**src/rtl/simon_pkg.sv**
```systemverilog
// Shared SIMON definitions: z constant sequences, round constant and key-unschedule FSM states.
package simon_pkg;

  typedef enum logic [1:0] {IDLE, EMIT, DONE_P} state_t;

  // Bit 0 of each sequence is the leftmost digit, i.e. literal bit 61.
  localparam logic [61:0] Z0 = 62'b11111010001001010110000111001101111101000100101011000011100110;
  localparam logic [61:0] Z1 = 62'b10001110111110010011000010110101000111011111001001100001011010;
  localparam logic [61:0] Z2 = 62'b10101111011100000011010010011000101000010001111110010110110011;
  localparam logic [61:0] Z3 = 62'b11011011101011000110010111100000010010001010011100110100001111;
  localparam logic [61:0] Z4 = 62'b11010001111001101011011000100000010111000011001010010011101111;

  function automatic logic z_select(input int sel, input logic [5:0] idx);
    logic [61:0] z;
    case (sel)
      0: z = Z0;
      1: z = Z1;
      2: z = Z2;
      3: z = Z3;
      default: z = Z4;
    endcase
    return z[6'd61 - idx];
  endfunction

  // {n-2 ones, 2'b00}, right-aligned in 64 bits.
  function automatic logic [63:0] round_const(input int n);
    return ((64'd1 << n) - 64'd1) & ~64'd3;
  endfunction

endpackage

```
**src/rtl/right_shifter.sv**
```systemverilog
// Fixed right rotation of one word by SHIFT_COUNT bits; pure wiring, no latency.
module right_shifter #(
  parameter int WORD_SIZE   = 16,
  parameter int SHIFT_COUNT = 1
) (
  input  logic [WORD_SIZE-1:0] word,
  output logic [WORD_SIZE-1:0] rotated
);

  assign rotated = {word[SHIFT_COUNT-1:0], word[WORD_SIZE-1:SHIFT_COUNT]};

endmodule

```
**src/rtl/simon_key_unschd.sv**
```systemverilog
// Reverse SIMON key schedule: streams k[T-1]..k[0] from the last m forward round keys.
// First key one cycle after start; valid/ready handshake, one key per cycle, output holds while stalled.
module simon_key_unschd
  import simon_pkg::*;
#(
  parameter int WORD_SIZE = 16,
  parameter int KEY_WORDS = 4,
  parameter int ROUNDS    = 32,
  parameter int Z_SEQ     = 0
) (
  input  logic                            clk,
  input  logic                            rst_n,
  input  logic                            start,
  input  logic [KEY_WORDS*WORD_SIZE-1:0]  last_keys,
  output logic                            busy,
  output logic                            key_valid,
  input  logic                            key_ready,
  output logic [WORD_SIZE-1:0]            key_out,
  output logic [7:0]                      key_idx,
  output logic                            done
);

  localparam logic [63:0]          C_FULL   = round_const(WORD_SIZE);
  localparam logic [WORD_SIZE-1:0] C        = C_FULL[WORD_SIZE-1:0];
  localparam logic [7:0]           LAST_IDX = 8'(ROUNDS - 1);
  localparam logic [7:0]           M_IDX    = 8'(KEY_WORDS);
  localparam logic [5:0]           Z_INIT   = 6'((ROUNDS - KEY_WORDS - 1) % 62);

  // win[j] holds k[i+1+j] where i is the next key to regenerate.
  logic [WORD_SIZE-1:0] win [KEY_WORDS];
  state_t               state;
  logic [7:0]           out_idx;
  logic [5:0]           zcnt;

  logic [WORD_SIZE-1:0] ror3;
  logic [WORD_SIZE-1:0] ror1;
  logic [WORD_SIZE-1:0] tmp_a;
  logic [WORD_SIZE-1:0] tmp_b;
  logic [WORD_SIZE-1:0] gen;
  logic                 gen_ok;
  logic                 xfer;

  right_shifter #(.WORD_SIZE(WORD_SIZE), .SHIFT_COUNT(3)) u_ror3 (
    .word    (win[KEY_WORDS-2]),
    .rotated (ror3)
  );

  right_shifter #(.WORD_SIZE(WORD_SIZE), .SHIFT_COUNT(1)) u_ror1 (
    .word    (tmp_a),
    .rotated (ror1)
  );

  always_comb begin
    tmp_a  = ror3 ^ ((KEY_WORDS == 4) ? win[0] : '0);
    tmp_b  = tmp_a ^ ror1;
    gen    = win[KEY_WORDS-1] ^ C ^ {{(WORD_SIZE-1){1'b0}}, z_select(Z_SEQ, zcnt)} ^ tmp_b;
    gen_ok = (out_idx >= M_IDX);
    xfer   = key_valid & key_ready;
  end

  assign key_out = win[KEY_WORDS-1];
  assign key_idx = out_idx;

  always_ff @(posedge clk or negedge rst_n) begin
    if (!rst_n) begin
      state     <= IDLE;
      out_idx   <= 8'd0;
      zcnt      <= 6'd0;
      busy      <= 1'b0;
      key_valid <= 1'b0;
      done      <= 1'b0;
      for (int k = 0; k < KEY_WORDS; k++) win[k] <= '0;
    end else begin
      case (state)
        IDLE: begin
          if (start) begin
            for (int k = 0; k < KEY_WORDS; k++)
              win[k] <= last_keys[k*WORD_SIZE +: WORD_SIZE];
            out_idx   <= LAST_IDX;
            zcnt      <= Z_INIT;
            busy      <= 1'b1;
            key_valid <= 1'b1;
            state     <= EMIT;
          end
        end
        EMIT: begin
          if (xfer) begin
            if (out_idx == 8'd0) begin
              key_valid <= 1'b0;
              done      <= 1'b1;
              state     <= DONE_P;
            end else begin
              for (int k = KEY_WORDS - 1; k > 0; k--) win[k] <= win[k-1];
              out_idx <= out_idx - 8'd1;
              // Once fewer than m keys remain, the window already holds them all.
              if (gen_ok) begin
                win[0] <= gen;
                zcnt   <= (zcnt == 6'd0) ? 6'd61 : zcnt - 6'd1;
              end else begin
                win[0] <= '0;
              end
            end
          end
        end
        DONE_P: begin
          done  <= 1'b0;
          busy  <= 1'b0;
          state <= IDLE;
        end
        default: begin
          key_valid <= 1'b0;
          done      <= 1'b0;
          busy      <= 1'b0;
          state     <= IDLE;
        end
      endcase
    end
  end

endmodule

```
**config.mk**
```make
export PLATFORM = sky130hd
export DESIGN_NAME = simon_key_unschd
export DESIGN_NICKNAME = d
export VERILOG_FILES = /design/src/rtl/simon_pkg.sv /design/src/rtl/right_shifter.sv /design/src/rtl/simon_key_unschd.sv
export SDC_FILE = /design/constraint.sdc
export NUM_CORES = 1
export LEC_CHECK = 0
export ABC_AREA = 1
export CAP_MARGIN = 20
export CORE_MARGIN = 3
export CORE_UTILIZATION = 39
export CTS_CLUSTER_DIAMETER = 200
export DETAILED_ROUTE_END_ITERATION = 16
export PLACE_DENSITY = 0.68
export SETUP_SLACK_MARGIN = 0.15
export SYNTH_ARGS = -nofsm -noshare
export SYNTH_HDL_FRONTEND = slang
export SYNTH_SLANG_ARGS = --single-unit
```
**constraint.sdc**
```tcl
create_clock -name clk -period 1.91 [get_ports clk]
set_input_delay 0.382 -clock clk [delete_from_list [all_inputs] [get_ports clk]]
set_output_delay 0.382 -clock clk [all_outputs]
set_load 0.01 [all_outputs]
```
==> impl_metrics.toml <==
[critical_path]
cpPeakStageDelay_ns = 0.53
worstSetupStartpointType = "register"
crit_type = "register to output pin"
cp_top_family = "buffers and inverters"
worstSetupEndpointType = "output pin"
slowest_stage = "clkdlybuf4s50_1"
r2r-start = "zcnt[1]$_DFFE_PN0P_"
critPathLaunch = "key_idx[0]$_DFFE_PN0P_"
cp_cell_sequence = "buf_4, clkdlybuf4s50_1"
crit_buf_inv = 2
critPathArrivalTime_ns = 1.36
crit_fanout = 2
crit_required_ns = 1.53

[synth]
synth.distinct_cells = 36
async_flop_share = 1.00
synth_common_cells = "nand2_1, dfrtp_1, inv_1"
synth.avg_cell_area_sq_um = 8.21
postSynthCellCount = 606
synth.most_common_cell = "nand2_1"
synth_ff_type = "dfrtp_1"
yosysSeqAreaShare = 0.417
postSynthNetCount = 685
synth-warning-count = 0
synthTopCellsByArea = "dfrtp_1, nand2_1, inv_1"
synth_edf_count = 0
synth_area_leader_cell = "dfrtp_1"
synth-seq-cells = 83
syn_area_sq_um = 4980
synth_top_area_share = 0.417

[floorplanning]
start_util = 0.406
dieArea_sq_um = 14200
core-area_sq_um = 12300
die_h_um = 119
io_pins = 95
rows = 40
die_w_um = 119

[drt]
wl_per_cell_um = 14.9
vias = 4369
dr_wl_met3_um = 580
ant_nets = 0
drt-met1-wl_mm = 5.77
met2_length_mm = 6.50
routed.top_layer = "met4"
drtPass1Iterations = 5
drt_iter0_drc = 339
vias_per_cell = 5.02
wl_mm = 13.0
drc = 0

[cts]
cts_inserted_buffers = 9
cts-root-buf = "clkbuf_16"
cts_tree = "done"
clk_pin_slew_ns = 0.06
clockBufferDepth = 2
htreeDepth = 3
clkLatencyLatePin_ns = 0.34
clock-sinks = 83

[placement]
dp_hpwl_mm = 9.46
port_buffers = 94
place.gp.congestion = 0.857
place_area_sq_um = 6080

[timing]
timing.final.crit_share = 0.913
finalHoldViolCount = 0
slew-limit-headroom = 0.759
slew_violations = 0
setup-violations-final = 0
tns_ns = 0
tightest_slew_ns = 0.360
hold-worst-slack_ns = 0.429
final.min_clock_period_ns = 1.74
fmax_ghz = 0.574
finClkSkew_ns = 0.00463
grt_setup_unrepaired = "yes"

[grt]
antenna_found_initial = 0
grt_usage = 0.188
grt_pass1_wl_mm = 21.8
first_global_vias = 4462
grt_remaining_overflow = 0
grt_start_max_net_pins = 76

[layout]
syn_to_final_growth_pct = 32.1
drive_above_1_share = 0.158
utilization = 0.536
diodes = 0
final_area_sq_um = 6570
layout.nets = 780

[run_status]
outcome = "completed"

[flow_run]
maxCapViolations = 0

[power]
power_density_nw_per_um2 = 1740
p_leak_nw = 3.04
finalPower_mw = 11.4
vdd_drop_max_uv = 564

[hold_path]
hold_class = "primary input to async pin"
==> power by group <==
group	internal (mW)	switching, mW	total [mW]
Combinational	3.01	3.61	6.62
Clock	0.889	0.672	1.56
Sequential	2.61	0.645	3.25
Total	6.50	4.93	11.4
==> routing by layer <==
metal	vias to the layer above	global-route usage
met1	2081	0.251
met4	0	0.0514
met3	12	0.0337
li1	2181	-
met5	-	0
met2	95	0.314
==> state kept, by name, indices dropped and copies added, names as in the netlist <==
name / count
busy: 1
done: 1
key_idx: 8
key_out: 16
key_valid: 1
state: 2
win: 48
zcnt: 6
==> metrics by stage <==
step / setup WS (ns) / std cells
floorplan: 0.167 / 606
detailed placement: -0.0995 / 845
finish: 0.167 / 871
global placement: -0.0332 / 845
CTS: 0.153 / 863
global route: 0.0602 / 871
==> worst paths after layout <==
kind,slack (ns),end,cells past startpoint
setup reg to reg,0.17,win[48]$_DFFE_PN0P_,13
hold / removal,0.43,win[47]$_DFFE_PN0P_,2
hold reg to reg,0.49,busy$_DFFE_PN0P_,2
max in group asynchronous,0.93,zcnt[1]$_DFFE_PN0P_,3
setup / recovery,0.17,key_idx[0],2
min in group clk,0.49,busy$_DFFE_PN0P_,2
==> layout by cell type, fill, tap and decap left out, types with 2 or more instances in the layout <==
cell type        count
a21oi_1             30
a22oi_1             15
a31oi_1             16
buf_12               6
buf_4               27
buf_6                2
clkbuf_16            9
clkdlybuf4s50_1     92
clkinv_2             2
dfrtp_1             79
dfrtp_2              4
ha_1                 9
inv_1               67
inv_2                5
inv_4                3
nand2_1            121
nand2_2              6
nand2_4              2
nand3_1             13
nand3_2              7
nand4_1              4
nor2_1              24
nor2_2               3
nor2_4               4
o211ai_1            20
o211ai_2            17
o21ai_0             23
o21ai_1             37
or2_2                3
xnor2_1             20
xor2_1              14
==> area by class of cell <==
type / count / area, sq um
multi-input combinational: 401 / 2430
clock buffer: 10 / 239
sequential: 83 / 2080
clock inverter: 3 / 17.5
tap: 168 / 210
inverter: 77 / 304
fill: 1127 / 5690
timing repair buffer: 129 / 1290
==> cells by family after synthesis <==
group	Yosys count	synth area share
compound gates	162	0.212
xor+xnor	35	0.0616
fa+ha+maj	11	0.0277
buf+inv	122	0.119
flops	83	0.417
simple gates	193	0.162
==> what timing repair did <==
action / in CTS / in global routing
endpoints found under the setup margin: 62 / 68
hold endpoints to repair: 10 / 0
hold buffers: 1 / 0
resized for setup: 9 / 33
pin swaps: 6 / 17
buffers inserted: 4 / 8
No activity file was read; power rests on OpenSTA's default activity.
